--- src/rtl/logic_op_pipe.sv ---
// ---------------------------------------------------------------------------
// logic_op_pipe
//
// Registered, parametrised bitwise logic unit. Each accepted beat either
// produces a result directly from one of eight bitwise functions, or joins
// an accumulate packet that is folded into a single result. Results sit in
// a one-entry output register with valid/ready backpressure.
//
// Parameters
//   WIDTH     operand/result width in bits (>= 1)
//   CNT_W     width of the saturating beat counter (>= 1)
//
// Ports
//   clk       clock, all logic on the rising edge
//   reset     synchronous, active-high reset
//   a, b      operands (b only used on the first beat of a packet)
//   op        0 AND, 1 OR, 2 XOR, 3 NAND, 4 NOR, 5 XNOR, 6 PASS_A, 7 NOT_A
//   acc       beat starts or continues an accumulate packet
//   in_valid  input beat valid
//   in_last   last beat of an accumulate packet
//   in_ready  block accepts a beat this cycle
//   c         result
//   c_beats   number of beats folded into c (saturating)
//   c_zero    c == 0
//   c_parity  XOR reduction of c
//   c_valid   result valid
//   c_ready   consumer accepts result
// ---------------------------------------------------------------------------
module logic_op_pipe #(
   parameter int WIDTH = 8,
   parameter int CNT_W = 8
) (
   input  logic             clk,
   input  logic             reset,
   input  logic [WIDTH-1:0] a,
   input  logic [WIDTH-1:0] b,
   input  logic [2:0]       op,
   input  logic             acc,
   input  logic             in_valid,
   input  logic             in_last,
   output logic             in_ready,
   output logic [WIDTH-1:0] c,
   output logic [CNT_W-1:0] c_beats,
   output logic             c_zero,
   output logic             c_parity,
   output logic             c_valid,
   input  logic             c_ready
);

   typedef enum logic {
      IDLE,
      ACC
   } state_t;

   localparam logic [CNT_W-1:0] CNT_ONE = CNT_W'(1);
   localparam logic [CNT_W-1:0] CNT_MAX = '1;

   // The eight bitwise functions; PASS_A and NOT_A ignore y.
   function automatic logic [WIDTH-1:0] bit_op(
      input logic [2:0]       sel,
      input logic [WIDTH-1:0] x,
      input logic [WIDTH-1:0] y
   );
      logic [WIDTH-1:0] r;
      case (sel)
         3'd0:    r = x & y;
         3'd1:    r = x | y;
         3'd2:    r = x ^ y;
         3'd3:    r = ~(x & y);
         3'd4:    r = ~(x | y);
         3'd5:    r = ~(x ^ y);
         3'd6:    r = x;
         default: r = ~x;
      endcase
      return r;
   endfunction

   state_t           state, state_n;
   logic [WIDTH-1:0] acc_reg, acc_reg_n;
   logic [2:0]       op_reg, op_reg_n;
   logic [CNT_W-1:0] cnt, cnt_n;

   logic             accept;
   logic             take;
   logic             emit;
   logic [WIDTH-1:0] emit_val;
   logic [CNT_W-1:0] emit_beats;
   logic [WIDTH-1:0] first_val;
   logic [WIDTH-1:0] fold_val;
   logic [CNT_W-1:0] cnt_inc;

   // Ready only when the output register is empty or being drained this
   // cycle, so a new result can always be written without losing one.
   assign in_ready = !reset && (!c_valid || c_ready);
   assign accept   = in_valid && in_ready;
   assign take     = c_valid && c_ready;

   // First beat of anything uses the live op and both operands; later
   // packet beats fold a into the running value with the latched op.
   assign first_val = bit_op(op, a, b);
   assign fold_val  = bit_op(op_reg, acc_reg, a);
   assign cnt_inc   = (cnt == CNT_MAX) ? cnt : cnt + CNT_ONE;

   // Next-state and emission decode.
   always_comb begin
      state_n    = state;
      acc_reg_n  = acc_reg;
      op_reg_n   = op_reg;
      cnt_n      = cnt;
      emit       = 1'b0;
      emit_val   = first_val;
      emit_beats = CNT_ONE;

      case (state)
         IDLE: begin
            if (accept) begin
               if (!acc) begin
                  emit       = 1'b1;
                  emit_val   = first_val;
                  emit_beats = CNT_ONE;
               end else begin
                  acc_reg_n = first_val;
                  op_reg_n  = op;
                  cnt_n     = CNT_ONE;
                  if (in_last) begin
                     emit       = 1'b1;
                     emit_val   = first_val;
                     emit_beats = CNT_ONE;
                  end else begin
                     state_n = ACC;
                  end
               end
            end
         end

         ACC: begin
            if (accept) begin
               acc_reg_n = fold_val;
               cnt_n     = cnt_inc;
               if (in_last) begin
                  emit       = 1'b1;
                  emit_val   = fold_val;
                  emit_beats = cnt_inc;
                  state_n    = IDLE;
               end
            end
         end

         default: state_n = IDLE;
      endcase
   end

   // Packet state registers.
   always_ff @(posedge clk) begin
      if (reset) begin
         state   <= IDLE;
         acc_reg <= '0;
         op_reg  <= 3'd0;
         cnt     <= '0;
      end else begin
         state   <= state_n;
         acc_reg <= acc_reg_n;
         op_reg  <= op_reg_n;
         cnt     <= cnt_n;
      end
   end

   // One-entry output register. A new emission wins over a drain in the
   // same cycle; a plain drain clears valid but leaves c and its flags.
   always_ff @(posedge clk) begin
      if (reset) begin
         c        <= '0;
         c_beats  <= '0;
         c_zero   <= 1'b1;
         c_parity <= 1'b0;
         c_valid  <= 1'b0;
      end else if (emit) begin
         c        <= emit_val;
         c_beats  <= emit_beats;
         c_zero   <= (emit_val == '0);
         c_parity <= ^emit_val;
         c_valid  <= 1'b1;
      end else if (take) begin
         c_valid  <= 1'b0;
      end
   end

endmodule

--- config.mk ---
export PLATFORM = sky130hd
export DESIGN_NAME = logic_op_pipe
export DESIGN_NICKNAME = d
export VERILOG_FILES = /design/src/rtl/logic_op_pipe.sv
export SDC_FILE = /design/constraint.sdc
export NUM_CORES = 1
export LEC_CHECK = 0
export CORE_UTILIZATION = 50
export CTS_BUF_LIST = sky130_fd_sc_hd__clkbuf_16
export DETAILED_ROUTE_END_ITERATION = 12
export PLACE_DENSITY = 0.79
export SYNTH_ARGS = -nofsm -noshare
export SYNTH_HDL_FRONTEND = slang
export SYNTH_SLANG_ARGS = --single-unit
--- constraint.sdc ---
create_clock -name clk -period 2.86 [get_ports clk]
set_clock_uncertainty 0.15 [all_clocks]
set_input_delay 0.572 -clock clk [delete_from_list [all_inputs] [get_ports clk]]
set_output_delay 0.572 -clock clk [all_outputs]
set_load 0.02 [all_outputs]
==> results.toml <==
[pwr]
cellPowerDensity_nw_per_um2 = 367
power_w = 0.00196
comb_power_share_pct = 38.0
pwr-share-clk_pct = 32.0
power.switching_w = 0.000602
power.leakage_nw = 2.13
power_frac_seq_pct = 30.0
ir_worst_vdd_mv = 0.314
p_int_w = 0.00135
switching_share_pct = 30.8

[floorplanning]
core_area_sq_um = 6910
die_y_microns = 87.4
initial_core_util_pct = 52.8
die_w_microns = 87.4
io_pins = 45
die_area_sq_um = 7640
num_rows = 30

[detailed_routing]
dr.pass1.iters = 7
drtIter0Drc = 282
ant_nets = 0
vias = 3934
drt_wl_total_microns = 11900
drc = 0
wl_per_cell_microns = 18.9
vias_per_cell = 6.25

[sta]
rsz0062_at_grt = "yes"
final.period_utilization_pct = 102
tightest_slew_ns = 0.648
period_minus_slack_ns = 2.91
relSlewSlack_pct = 56.7
hold_violations = 0
max_freq_mhz = 344
drv_slew = 0
setup_viol = 1
fin_ws_ns = -0.0470

[worst_hold_path]
hp-class = "flop to flop"

[status]
violations = "negative setup slack"
outcome = "finished, violations left"

[global_routing]
grt_pass1_wl_microns = 17400
grt_max_degree = 41
antenna_found_initial = 0
track_usage_pct = 29.2
gr-total-overflow = 0
grt_pass1_vias = 3686

[clock_tree]
cts-htree-levels = 2
clockBufferDepth = 2
clock_latency_ns = 0.28
numCtsBuffers = 5
clkTransAtPathRegs_ns = 0.06
clockRootBuffer = "clkbuf_16"
clock-sinks = 39
cts_tree = "done"

[setup_path]
r2r_end = "c_parity$_SDFFE_PP0P_"
end_kind = "flop"
r2r_start = "acc_reg[4]$_SDFFE_PP0P_"
critPathArrivalTime_ns = 2.96
regToRegSetupSlack_ns = 0.03
path_max_fanout = 14
start_kind = "input port"
worstRegToRegCells = 10
critical_path_class = "input port to flop"
crit_start = "op[0]"
critPathCapture = "c_parity$_SDFFE_PP0P_"
critPathRequiredTime_ns = 2.91

[yosys]
synth_flop_cell = "dfxtp_1"
yosys_register_bits = 39
yosysSeqAreaShare_pct = 21.4
syn_nets = 489
yosysWarnings = 0
synth_cell_types = 62
synth_area_per_cell_sq_um = 8.55
async_reset_ff_share_pct = 0
syn_area_sq_um = 3650
synthesis.instances = 427
synth-edff-count = 0

[final_layout]
instances_no_fill = 629
drive_gt1_share_pct = 36.4
final_area_sq_um = 5330
final_core_util_pct = 77.2
area_delta_synth_final_pct = 46.1
antenna_cells = 0
nNetsFinal = 594

[placement]
dp_hpwl_microns = 6910
dpl.cell_count = 597
place.gp.congestion = 0.882
io_buffers = 44
placed_area_sq_um = 4570
place_ws_ns = -0.567

[run]
drv_cap = 0
[cell usage in the layout (no fill, tap or decap), types with 7 or more instances in the layout]
master | synthesis | final
nand3_1 | 10 | 10
clkdlybuf4s50_1 | 0 | 25
a211oi_2 | 8 | 10
ha_1 | 37 | 21
nand2b_1 | 8 | 8
buf_4 | 5 | 78
inv_1 | 29 | 18
ha_4 | 0 | 12
mux2i_1 | 13 | 11
nor3b_1 | 7 | 7
a211oi_1 | 11 | 9
mux2_2 | 15 | 14
inv_2 | 0 | 11
dfxtp_1 | 39 | 37
a21oi_1 | 23 | 22
a22oi_1 | 11 | 7
o211ai_1 | 7 | 7
nor2b_1 | 12 | 11
nor2_1 | 45 | 45
nand2_1 | 12 | 12
dlygate4sd2_1 | 0 | 13
[per-layer routing]
| layer | GRT usage (%) | up-vias | part of all wire [%] |
|---|---|---|---|
| li1 | - | 1806 | - |
| met1 | 35.1 | 1855 | 39 |
| met2 | 51.1 | 205 | 49 |
| met3 | 5.59 | 68 | 6.6 |
| met4 | 11.5 | 0 | 5.2 |
| met5 | 0 | - | 0 |
[critical path, cell delays in order]
cell and delay (ns):
dlygate4sd2_1 0.28, bufbuf_16 0.30, nor2b_1 0.15, o311ai_1 0.32, o311ai_2 0.22, a22oi_2 0.30, ha_4 0.26, xnor2_2 0.19
xnor2_1 0.13, a211oi_2 0.24
[Yosys cell counts (4+ instances only)]
cell type	count	area (sq um)
a211oi_1	11	82.6
a21oi_1	23	115
and2_1	4	25.0
nand2b_1	8	50.1
nor2b_1	12	75.1
o221ai_1	11	96.3
dfxtp_1	39	781
inv_1	29	109
nand4b_1	6	52.6
clkbuf_1	11	41.3
nand2_1	12	45.0
ha_1	37	463
nor3_1	6	30.0
nor3b_1	7	52.6
xnor2_1	6	52.6
a221oi_2	8	120
a22oi_1	11	82.6
buf_2	17	85.1
nor2_1	45	169
mux2i_1	13	130
o211ai_1	7	52.6
nand4_1	4	25.0
mux2_2	15	169
a211oi_2	8	100
nand3_1	10	50.1
and3_1	6	37.5
buf_4	5	37.5
a2111o_1	4	45.0
[cell type report]
type	count	area, sq um
clock buffer	5	125
multi-input combinational	323	2930
tap	96	120
timing repair buffer	134	1230
clock inverter	3	38.8
fill	449	1580
inverter	29	109
sequential	39	783
[timing repair]
| item | 4_1_cts | 5_1_grt |
|---|---|---|
| hold buffers | 0 | 0 |
| pin swaps | 43 | 26 |
| endpoints found under the setup margin | 3 | 2 |
| cloned | 2 | 0 |
| setup buffers | 14 | 8 |
| resized for setup | 66 | 32 |
[cell families (layout without fill, tap and decap cells)]
group | count (synthesis) | count (layout) | synth area share, %
AO/OA/AOI/OAI | 120 | 120 | 27.6
XOR/XNOR | 7 | 7 | 1.68
adder cells (fa/ha/maj) | 37 | 37 | 12.7
buffers and inverters | 65 | 171 | 8.40
AND/OR/NAND/NOR | 127 | 127 | 18.4
multiplexers | 32 | 32 | 9.84
flip-flops | 39 | 39 | 21.4
[worst min path at each step]
stage                                    to  slack, ns                    start  depth (start not counted)
CTS                 c_beats[2]$_SDFFE_PP0P_       0.31  c_beats[2]$_SDFFE_PP0P_                          2
global placement    c_beats[2]$_SDFFE_PP0P_       0.29  c_beats[2]$_SDFFE_PP0P_                          2
finish              c_beats[2]$_SDFFE_PP0P_       0.31  c_beats[2]$_SDFFE_PP0P_                          2
floorplan               cnt[4]$_SDFFE_PP0P_       0.31      cnt[4]$_SDFFE_PP0P_                          2
global route        c_beats[2]$_SDFFE_PP0P_       0.32  c_beats[2]$_SDFFE_PP0P_                          2
detailed placement  c_beats[7]$_SDFFE_PP0P_       0.30  c_beats[7]$_SDFFE_PP0P_                          2
[power by group through the flow]
stage,clock network [W],registers [W],logic [W]
after detailed placement,0,0.000597,0.000544
after global routing,0.000649,0.000590,0.000787
after CTS,0.000626,0.000585,0.000645
final,0.000626,0.000588,0.000743
after global placement,0,0.000596,0.000524
after floorplan,0,0.000607,0.000324
[stage by stage]
step / TNS (ns) / hold slack, ns
after floorplan: 0 / 0.308
final: -0.0470 / 0.307
after global placement: -0.935 / 0.292
after detailed placement: -1.10 / 0.297
after CTS: 0 / 0.312
after global routing: -0.170 / 0.325
(Power assumes the default switching activity.)
